<file path="src/rtl/udp_tx_sched.sv">
// -----------------------------------------------------------------------------
// udp_tx_sched
//
// Shares one UDP/RGMII transmit engine between two payload sources.
// A round-robin arbiter picks a requesting source, checks the requested
// payload length, starts the engine with the byte count, and steers the
// engine's payload read strobes and data to and from the granted source.
// After every frame, whether sent, rejected or aborted, an idle gap of
// GAP_CYC cycles is inserted. A watchdog aborts a frame when the engine
// does not report completion in time.
//
// Ports
//   clk, rst_n    system clock, asynchronous active-low reset
//   req[1:0]      per-source frame request (level, held until done/err)
//   len0, len1    per-source payload byte count, stable while requesting
//   data0, data1  per-source payload word
//   rd_en[1:0]    per-source payload read strobe (engine tx_req, steered)
//   grant[1:0]    one-hot owner of the engine from START through SEND
//   done_pulse    1-cycle completion pulse, one bit per source
//   err           1-cycle reject (bad length) or abort (timeout) pulse
//   busy          high whenever the scheduler is not IDLE
//   tx_start      1-cycle start pulse to the engine
//   tx_byte_num   payload byte count presented to the engine
//   tx_req        engine asks for the next payload word
//   tx_data       payload word to the engine
//   tx_done       engine finished the current frame (1-cycle pulse)
// -----------------------------------------------------------------------------
module udp_tx_sched #(
  parameter int LEN_W   = 16,
  parameter int MAX_LEN = 1472,
  parameter int GAP_CYC = 12,
  parameter int TIMEOUT = 4096
) (
  input  logic             clk,
  input  logic             rst_n,
  input  logic [1:0]       req,
  input  logic [LEN_W-1:0] len0,
  input  logic [LEN_W-1:0] len1,
  input  logic [31:0]      data0,
  input  logic [31:0]      data1,
  output logic [1:0]       rd_en,
  output logic [1:0]       grant,
  output logic [1:0]       done_pulse,
  output logic [1:0]       err,
  output logic             busy,
  output logic             tx_start,
  output logic [LEN_W-1:0] tx_byte_num,
  input  logic             tx_req,
  output logic [31:0]      tx_data,
  input  logic             tx_done
);

  localparam int WD_W  = $clog2(TIMEOUT + 1);
  localparam int GAP_W = $clog2(GAP_CYC + 1);

  typedef enum logic [2:0] {
    S_IDLE,
    S_ARB,
    S_START,
    S_SEND,
    S_GAP
  } state_t;

  state_t             state;
  logic               ptr;       // source favoured by the next arbitration
  logic               winner;    // source owning the current frame
  logic [WD_W-1:0]    wd_cnt;    // cycles elapsed since tx_start
  logic [GAP_W-1:0]   gap_cnt;

  logic               arb_win;
  logic [LEN_W-1:0]   arb_len;
  logic               len_bad;
  logic               in_send;

  function automatic logic [1:0] onehot(input logic src);
    return src ? 2'b10 : 2'b01;
  endfunction

  // ---------------------------------------------------------------------------
  // Arbitration: the pointer side wins if it is requesting, else the other.
  // ---------------------------------------------------------------------------
  always_comb begin
    // NOTE: every signal written here gets a value first, so no path
    // through the block leaves it unassigned and no latch is inferred.
    arb_win = ptr;
    if (!req[ptr]) begin
      arb_win = ~ptr;
    end
    arb_len = arb_win ? len1 : len0;
    len_bad = (arb_len == '0) || (arb_len > LEN_W'(MAX_LEN));
  end

  // ---------------------------------------------------------------------------
  // Payload steering is combinational so the engine sees data in the same
  // cycle it raises tx_req. Outside SEND nothing is strobed and source 0's
  // word is presented.
  // ---------------------------------------------------------------------------
  assign in_send = (state == S_SEND);
  assign rd_en   = in_send ? (grant & {2{tx_req}}) : 2'b00;
  assign tx_data = (in_send && grant[1]) ? data1 : data0;

  // ---------------------------------------------------------------------------
  // Scheduler FSM with registered outputs.
  // ---------------------------------------------------------------------------
  // NOTE: all state here uses non-blocking assignments so every register
  // samples the values from before the clock edge, regardless of order.
  always_ff @(posedge clk or negedge rst_n) begin
    if (!rst_n) begin
      state       <= S_IDLE;
      ptr         <= 1'b0;
      winner      <= 1'b0;
      wd_cnt      <= '0;
      gap_cnt     <= '0;
      grant       <= 2'b00;
      done_pulse  <= 2'b00;
      err         <= 2'b00;
      busy        <= 1'b0;
      tx_start    <= 1'b0;
      tx_byte_num <= '0;
    end else begin
      // Pulse outputs default low; the branches below raise them for
      // exactly one cycle.
      tx_start   <= 1'b0;
      done_pulse <= 2'b00;
      err        <= 2'b00;

      unique case (state)
        S_IDLE: begin
          if (|req) begin
            state <= S_ARB;
            busy  <= 1'b1;
          end
        end

        S_ARB: begin
          if (req == 2'b00) begin
            // Request withdrawn before it could be served: nothing to do.
            state <= S_IDLE;
            busy  <= 1'b0;
          end else begin
            winner <= arb_win;
            ptr    <= ~arb_win;
            if (len_bad) begin
              err     <= onehot(arb_win);
              gap_cnt <= '0;
              state   <= S_GAP;
            end else begin
              tx_byte_num <= arb_len;
              grant       <= onehot(arb_win);
              tx_start    <= 1'b1;
              wd_cnt      <= '0;
              state       <= S_START;
            end
          end
        end

        S_START: begin
          // The watchdog counts from the tx_start cycle, so this cycle is 0.
          wd_cnt <= wd_cnt + WD_W'(1);
          state  <= S_SEND;
        end

        S_SEND: begin
          // Completion takes priority over a watchdog expiry in the same cycle.
          if (tx_done) begin
            done_pulse <= onehot(winner);
            grant      <= 2'b00;
            gap_cnt    <= '0;
            state      <= S_GAP;
          end else if (wd_cnt == WD_W'(TIMEOUT - 1)) begin
            err     <= onehot(winner);
            grant   <= 2'b00;
            gap_cnt <= '0;
            state   <= S_GAP;
          end else begin
            wd_cnt <= wd_cnt + WD_W'(1);
          end
        end

        S_GAP: begin
          if (gap_cnt == GAP_W'(GAP_CYC - 1)) begin
            state <= S_IDLE;
            busy  <= 1'b0;
          end else begin
            gap_cnt <= gap_cnt + GAP_W'(1);
          end
        end

        default: begin
          state <= S_IDLE;
          grant <= 2'b00;
          busy  <= 1'b0;
        end
      endcase
    end
  end

endmodule

</file>
<file path="config.mk">
export PLATFORM = sky130hd
export DESIGN_NAME = udp_tx_sched
export DESIGN_NICKNAME = d
export VERILOG_FILES = /design/src/rtl/udp_tx_sched.sv
export SDC_FILE = /design/constraint.sdc
export NUM_CORES = 1
export LEC_CHECK = 0
export ABC_AREA = 0
export CORE_MARGIN = 4
export CORE_UTILIZATION = 42
export CTS_CLUSTER_DIAMETER = 60
export DETAILED_ROUTE_END_ITERATION = 12
export GPL_ROUTABILITY_DRIVEN = 0
export PLACE_DENSITY = 0.87
export SLEW_MARGIN = 10
export SYNTH_ARGS = -nofsm -noshare
export SYNTH_HDL_FRONTEND = slang
export SYNTH_SLANG_ARGS = --single-unit
</file>
<file path="constraint.sdc">
create_clock -name clk -period 5.17 [get_ports clk]
set_input_delay 1.034 -clock clk [delete_from_list [all_inputs] [get_ports clk]]
set_output_delay 1.034 -clock clk [all_outputs]
set_load 0.005 [all_outputs]
</file>
After elaboration in Yosys (flattened, before gate mapping)
Cells that the tools add are included.
Word-level totals
  output and inout port bits: 58
  bits in registers: 46
  word-level logic and storage cells: 100
  input bits: 102
Cells by class
  bitwise operators: 7
  eq/ne operators: 16
  multiplexer cells: 45
  $lt $le $gt $ge: 2
  add/subtract/negate cells: 2
  reduce and logical (&&, ||, !) cells: 17
Operators by type and width (number)
  2-to-1 mux 13 bit: 4
  one-hot mux 13 bit (3 select lines): 1
  2-to-1 mux 32 bit: 1
  2-to-1 mux 2 bit: 13
  2-to-1 mux 4 bit: 5
  2-to-1 mux 3 bit: 6
  inequality test 2 bit, second input constant: 9
  > comparator 16 x 11 -> 1 bit, second input constant: 1
  logical NOT 16 bit: 1
  2-to-1 mux 16 bit: 1
  one-hot mux 3 bit (5 select lines): 1
  adder 13 x 1 -> 13 bit, second input constant: 1
  equality test 13 x 12 -> 1 bit, second input constant: 1
  one-hot mux 4 bit (3 select lines): 1
  AND reduction 5 bit: 2
  2-to-1 mux 1 bit: 9
  AND reduction 4 bit: 2
  equality test 3 x 2 -> 1 bit, second input constant: 2
  NOT 1 bit: 6
  one-hot mux 2 bit (3 select lines): 1
  AND reduction 3 bit: 2
  nonzero test 3 bit: 2
  adder 4 x 1 -> 4 bit, second input constant: 1
  equality test 4 bit, second input constant: 1
  other kinds (14): 15

Depth between registers and ports, before layout
Gate-level depths: netlist of run 1.
  depth in word-level cells: 9
  mapped depth: 10
  gate-level depth less buffers: 7

Worst setup path after synthesis of run 1
OpenSTA, ideal clock, no wires.
  path kind: register to output
  start point: register state[1]
  end point: output port tx_data[10]
  data required time: 4136 ps
  path slack: 2534 ps
  arrival time: 1602 ps
  cell stages (with the launch flop): 7
  buffers on the path: 2
  cells stage by stage: dfrtp_1 -> clkbuf_1 -> nand2_1 -> nor2_1 -> nand2_1 -> buf_1 -> mux2_2
Between the ends
  longest elaborated chain between the ends: 3
Ends and longest elaborated chain
  from (decl): RTL line 64  | state_t state;
  from (signal assigned): RTL line 109  | state <= S_IDLE;
  from (signal assigned): RTL line 130  | state <= S_ARB;
  from (signal assigned): RTL line 138  | state <= S_IDLE;
  equality test 3 x 2 -> 1 bit: RTL line 98  | assign in_send = (state == S_SEND);
  logical AND 1 bit: RTL line 100  | assign tx_data = (in_send && grant[1]) ? data1 : data0;
  2-to-1 mux 32 bit: RTL line 100
  to (decl): RTL line 49  | output logic [31:0] tx_data,
Every way passes these cells.

Worst setup path after layout of run 1
  start point: register state[1]
  end point: output port tx_data[8]
The elaborated chain is that of the path after synthesis.

==> flow_summary.ini, run 1 <==
[detailed_routing]
drt-total-wl_um = 9586
drt-initial-drc-count = 162
vias_per_cell = 5.548
via_count = 2863
route.detailed.drc = 0
firstDrtPassIters = 4
avgRoutedWirePerCell_um = 18.58
detail-route-antenna-nets = 0

[grt]
grt_pass1_vias = 2799
grt_max_degree = 47
grt_first_pass_wirelength_um = 15160
gr-usage-all-layers = 0.2317
globalRouteOverflowTotal = 0
grt_antenna_before_repair = 0

[clock_tree]
insertion_delay_ps = 300
ctsResizeCount = 0
hold_buffers = 0
cts_tree = done
numClockSinks = 46
ctsHtreeMaxLevel = 2
clockBufferDepth = 2
root_buffer = clkbuf_8
clk_pin_slew_ps = 90
cts_buffers = 5
cts_setup_buffers = 0

[timing]
fin_setup_tns_ps = 0
drv_slew = 0
max_freq_mhz = 269.6
fin_crit_sh = 0.7175
grt_setup_unrepaired = false
final_hold_viol_count = 0
setup_violations = 0
min_period_ps = 3709
finalClockSkew_ps = 10.98
slew_headroom = 0.3407
tightest_slew_ps = 989.0

[worst_setup_path]
critPathKind = reg -> out
r2r_end = wd_cnt[1]$_DFFE_PN0P_
required_ps = 4140
cp-startpoint = state[1]$_DFFE_PN0P_
rr_worst_depth = 7
r2r_slack_ps = 2400
cp_max_fo = 32
start_kind = register
rr_startpoint = wd_cnt[0]$_DFFE_PN0P_
arrival_ps = 2680
end_kind = primary output

[run]
cap_violations = 0

[power]
irDropWorstVdd_mv = 0.2541
power_density_nw_per_um2 = 309.4
p_leak_uw = 0.001924

[cells_and_area]
final_common_cell = clkdlybuf4s50_1
final_area_um2 = 4546
final_cell_mix = 158 x clkdlybuf4s50_1, 48 x mux2_2, 46 x dfrtp_1, 25 x nor2_1, 22 x nand2_1
area_growth_pct = 60.68
layout-drive-gt1-share = 0.1435
diodes = 0
final_nets = 542
fill_cells = 491

[synth]
synthesis.area_um2 = 2829
synth-seq-cells = 46
syn_inst = 287
synthSimpleGateAreaFrac = 0.1999
synth_nets = 391
synth-xor-area-share = 0.01858
synthAdderAreaFrac = 0.008846
synth_edf_count = 0
avgSynthCellArea_um2 = 9.857
yosysUniqueCellTypes = 51
synth_top_family_by_area = multiplexers
ys.flop_type = dfrtp_1
synth_mux_area_frac = 0.2141
synth-async-reset-ratio = 1.000
yosysSeqAreaShare = 0.4069
synth-compound-area-share = 0.1212
ys_warn_count = 0

[run_status]
status = finished, final reports clean

[floorplanning]
coreArea_um2 = 6459
chipWidth_um = 90.07
ios = 160
die_area_um2 = 8113
die_h_um = 90.07
std_cell_rows = 29
initial_utilization = 0.4380

[placed_design]
numPortBuffers = 159
place_hpwl_um = 7754
placement.cell_area_um2 = 4444

[hold_path]
worstHoldStart = wd_cnt[12]$_DFFE_PN0P_
whs_path_depth = 1
hold_class = reg -> reg
min_to = wd_cnt[12]$_DFFE_PN0P_
-- cell families after synthesis --
family / Yosys count
AOI/OAI and AO/OA: 49
xor gates and xnor gates: 6
adders and majority gates: 2
buffers and inverters: 19
DFF: 46
muxes: 54
and+or+nand+nor: 111
-- worst max-delay path, stage by stage (launching register included) --
cell,delay (ps)
dfrtp_1,540
nand2_1,150
nor2_1,260
nand2_2,480
mux2_2,450
clkdlybuf4s50_1,490
-- cell type report --
cell class	count	area, µm²	area share
clock buffers	6	82.58	0.01817
clock inverters	2	16.27	0.003578
inverters	3	11.26	0.002477
multi-input cells	222	1594	0.3507
flip-flops and latches	46	1151	0.2532
well taps	77	96.34	0.02119
repair buffers	160	1594	0.3507
-- routing by layer --
layer,vias to the layer above,global-route usage,share of wire
met5,-,0,0
met4,0,0.06888,0.025
met3,28,0.05008,0.061
met2,118,0.4375,0.54
met1,1364,0.2584,0.38
li1,1353,-,-
-- power by group --
group / leakage, µW / internal, µW / switching (µW)
Combinational: 0.00126 / 325 / 297
Clock: 0.0000478 / 110 / 124
Sequential: 0.000613 / 454 / 95.7
-- registers in the layout (all words and copies together) (netlist names) --
register / count
busy: 1
winner: 1
state: 3
ptr: 1
tx_byte_num: 16
tx_start: 1
gap_cnt: 4
done_pulse: 2
err: 2
grant: 2
wd_cnt: 13
-- metrics by stage --
| stage | instances | total power (µW) | worst slack [ps] | utilization | hold WS [ps] |
|---|---|---|---|---|---|
| 2_1_floorplan | 287 | 908.9 | 2534 | - | 443.2 |
| 3_3_place_gp | 508 | 1147 | 1506 | 0.6881 | 460.4 |
| 3_5_place_dp | 508 | 1175 | 1444 | 0.6881 | 473.0 |
| 4_1_cts | 516 | 1412 | 1079 | 0.7034 | 484.7 |
| 5_1_grt | 516 | 1507 | 1311 | 0.7038 | 518.6 |
| 6_report | 516 | 1407 | 1461 | 0.7038 | 483.7 |
-- worst max-delay path by stage --
stage                        to  slack [ps]  cells after the start
floorplan           tx_data[10]        2530                      6
global placement     tx_data[8]        1510                      5
detailed placement   tx_data[8]        1440                      5
CTS                  tx_data[8]        1080                      5
global route         tx_data[6]        1310                      5
finish               tx_data[8]        1460                      5
-- synthesized netlist by cell type (2+ instances only) --
| cell | instances | area (µm²) |
|---|---|---|
| o41ai_1 | 2 | 17.52 |
| nand4_1 | 5 | 31.28 |
| nand4b_1 | 2 | 17.52 |
| buf_2 | 3 | 15.01 |
| inv_1 | 3 | 11.26 |
| a31oi_1 | 4 | 25.02 |
| nor3_1 | 6 | 30.03 |
| a21o_1 | 5 | 37.54 |
| nand2b_1 | 5 | 31.28 |
| mux2i_1 | 2 | 20.02 |
| mux2_1 | 4 | 45.04 |
| nor2b_1 | 8 | 50.05 |
| a21oi_1 | 12 | 60.06 |
| o22ai_1 | 2 | 12.51 |
| nand2_1 | 23 | 86.33 |
| mux2_2 | 48 | 540.5 |
| o21ai_0 | 2 | 10.01 |
| and2_1 | 2 | 12.51 |
| dfrtp_1 | 46 | 1151 |
| o211ai_1 | 2 | 15.01 |
| xor2_1 | 4 | 35.03 |
| and3_1 | 10 | 62.56 |
| buf_1 | 3 | 11.26 |
| ha_1 | 2 | 25.02 |
| nand3_1 | 14 | 70.07 |
| and4_1 | 2 | 17.52 |
| clkbuf_1 | 8 | 30.03 |
| xnor2_1 | 2 | 17.52 |
| a22oi_1 | 4 | 30.03 |
| o31ai_1 | 3 | 22.52 |
| nor2_1 | 25 | 93.84 |
| nor4_1 | 5 | 31.28 |
Note: power is estimated with default switching activity, not from simulation.
==> run 2, diff against run 1 <==
--- a/config.mk
+++ b/config.mk
@@ -7,11 +7,11 @@
 export LEC_CHECK = 0
 export ABC_AREA = 0
 export CORE_MARGIN = 4
-export CORE_UTILIZATION = 42
+export CORE_UTILIZATION = 39
 export CTS_CLUSTER_DIAMETER = 60
 export DETAILED_ROUTE_END_ITERATION = 12
 export GPL_ROUTABILITY_DRIVEN = 0
-export PLACE_DENSITY = 0.87
+export PLACE_DENSITY = 0.82
 export SLEW_MARGIN = 10
 export SYNTH_ARGS = -nofsm -noshare
 export SYNTH_HDL_FRONTEND = slang
==> constraint.sdc (replaced) <==
create_clock -name clk -period 3.65 [get_ports clk]
set_input_delay 0.73 -clock clk [delete_from_list [all_inputs] [get_ports clk]]
set_output_delay 0.73 -clock clk [all_outputs]
set_load 0.005 [all_outputs]
==> flow_summary.ini, run 2 (same netlist as run 1, synthesis figures left out) <==
[run_status]
status = finished, final reports clean

[worst_setup_path]
cp_max_fo = 32
crit_family = buffers and inverters
required_ps = 2920
start_kind = register
end_kind = primary output
crit_buf_inv = 2
worstPathCellList = nand2_1 -> nor2_1 -> nand2_1 -> buf_4 -> mux2_2 -> clkdlybuf4s50_1
arrival_ps = 2420
slowest_delay_ps = 550
critPathSlowestCell = clkdlybuf4s50_1
critPathKind = reg -> out
cp_common_cell = nand2_1

[power]
p_leak_uw = 0.001936
power_density_nw_per_um2 = 434.4
irDropWorstVdd_mv = 0.3501

[clock_tree]
root_buffer = clkbuf_8
clockBufferDepth = 2
insertion_delay_ps = 300
cts_setup_buffers = 0
ctsResizeCount = 0
hold_buffers = 0
clk_pin_slew_ps = 80
cts_buffers = 5
ctsHtreeMaxLevel = 2
cts_tree = done
numClockSinks = 46

[cells_and_area]
fill_cells = 558
multi_input_area_um2 = 1592
area_growth_pct = 62.10
final_nets = 545
diodes = 0
layout-drive-gt1-share = 0.1471
stdcell_count = 538
top_register = tx_byte_num
largestRegisters = tx_byte_num: 16 flops, wd_cnt: 13 flops, gap_cnt: 4 flops
fin_util = 0.6639
largest_reg_flops = 16
final_common_cell = clkdlybuf4s50_1
regArea_um2 = 1151
final_cell_mix = 158 x clkdlybuf4s50_1, 48 x mux2_2, 46 x dfrtp_1, 25 x nor2_1, 23 x nand2_1

[grt]
globalRouteOverflowTotal = 0
grt_pass1_vias = 2901
gr-usage-all-layers = 0.2242
grt_first_pass_wirelength_um = 15290
grt_max_degree = 47
grt_antenna_before_repair = 0

[timing]
fin_setup_tns_ps = 0
final_hold_viol_count = 0
worst_slack_ps = 500.1
max_freq_mhz = 317.5
drv_slew = 0
slew_headroom = 0.3352
fin_crit_sh = 0.8630
setup_violations = 0
grt_setup_unrepaired = false
min_period_ps = 3150
tightest_slew_ps = 997.2
finalClockSkew_ps = 12.00
timing.hold.ws_ps = 489.2

[placed_design]
numPortBuffers = 159
place_hpwl_um = 7943
pre_cts_ws_ps = 573.7
dp.cells = 530

[run]
cap_violations = 0

[hold_path]
hold_class = reg -> reg

[floorplanning]
chipWidth_um = 93.17
die_area_um2 = 8681
std_cell_rows = 30
coreArea_um2 = 6907
ios = 160
die_h_um = 93.17
initial_utilization = 0.4096

[detailed_routing]
avgRoutedWirePerCell_um = 17.97
via_count = 2862
route.detailed.drc = 0
firstDrtPassIters = 7
vias_per_cell = 5.320
detail-route-antenna-nets = 0
drt-total-wl_um = 9670
drt-initial-drc-count = 264
## run 2: changes by cell type in the layout (fill, tap and decap cells not counted)
cell	previous run	this run
inv_6	1	0
nand2_1	22	23
nand2_2	1	0
buf_4	1	4
clkinv_2	0	1
## run 2: metrics by stage
step,total power [µW],instance area [µm²]
finish,1992,4586
global route,2136,4586
CTS,1996,4586
detailed placement,1673,4491
global placement,1639,4491
floorplan,1287,2829
## run 2: final cells by class
| type | instances | share of cell area |
|---|---|---|
| Inverter | 3 | 0.002456 |
| Clock inverter | 2 | 0.002729 |
| Clock buffer | 6 | 0.01801 |
| Multi-Input combinational cell | 222 | 0.3471 |
| Timing Repair Buffer | 163 | 0.3525 |
| Sequential cell | 46 | 0.2510 |
| Tap cell | 96 | 0.02619 |
## run 2: path summary, 6_finish.rpt
kind,startpoint,to,slack (ps),cells after the start
worst max-delay path,state[1]$_DFFE_PN0P_,tx_data[0],500,6
worst min-delay path,wd_cnt[12]$_DFFE_PN0P_,wd_cnt[12]$_DFFE_PN0P_,490,1
worst min register to register,wd_cnt[12]$_DFFE_PN0P_,wd_cnt[12]$_DFFE_PN0P_,490,1
worst max register to register,wd_cnt[0]$_DFFE_PN0P_,wd_cnt[7]$_DFFE_PN0P_,880,7
max in group asynchronous,rst_n,tx_byte_num[0]$_DFFE_PN0P_,2440,1
min in group asynchronous,rst_n,tx_byte_num[11]$_DFFE_PN0P_,600,1
## run 2: power breakdown
group	internal [µW]	switching (µW)
sequential	643	139
combinational	466	422
clock	152	170
## run 2: worst reg2reg max path, stage by stage (launching register included)
cell and delay [ps]:
dfrtp_1 390, ha_1 200, and4_1 360, or4b_1 610, o21ai_1 710, o311ai_0 220, o41ai_1 100, a21o_1 120
## run 2: metal layers
layer,vias up,share of wire,global-route usage
met5,-,0,0
met4,0,0.014,0.05250
met3,12,0.081,0.05551
met2,127,0.53,0.4283
met1,1366,0.38,0.2472
li1,1357,-,-
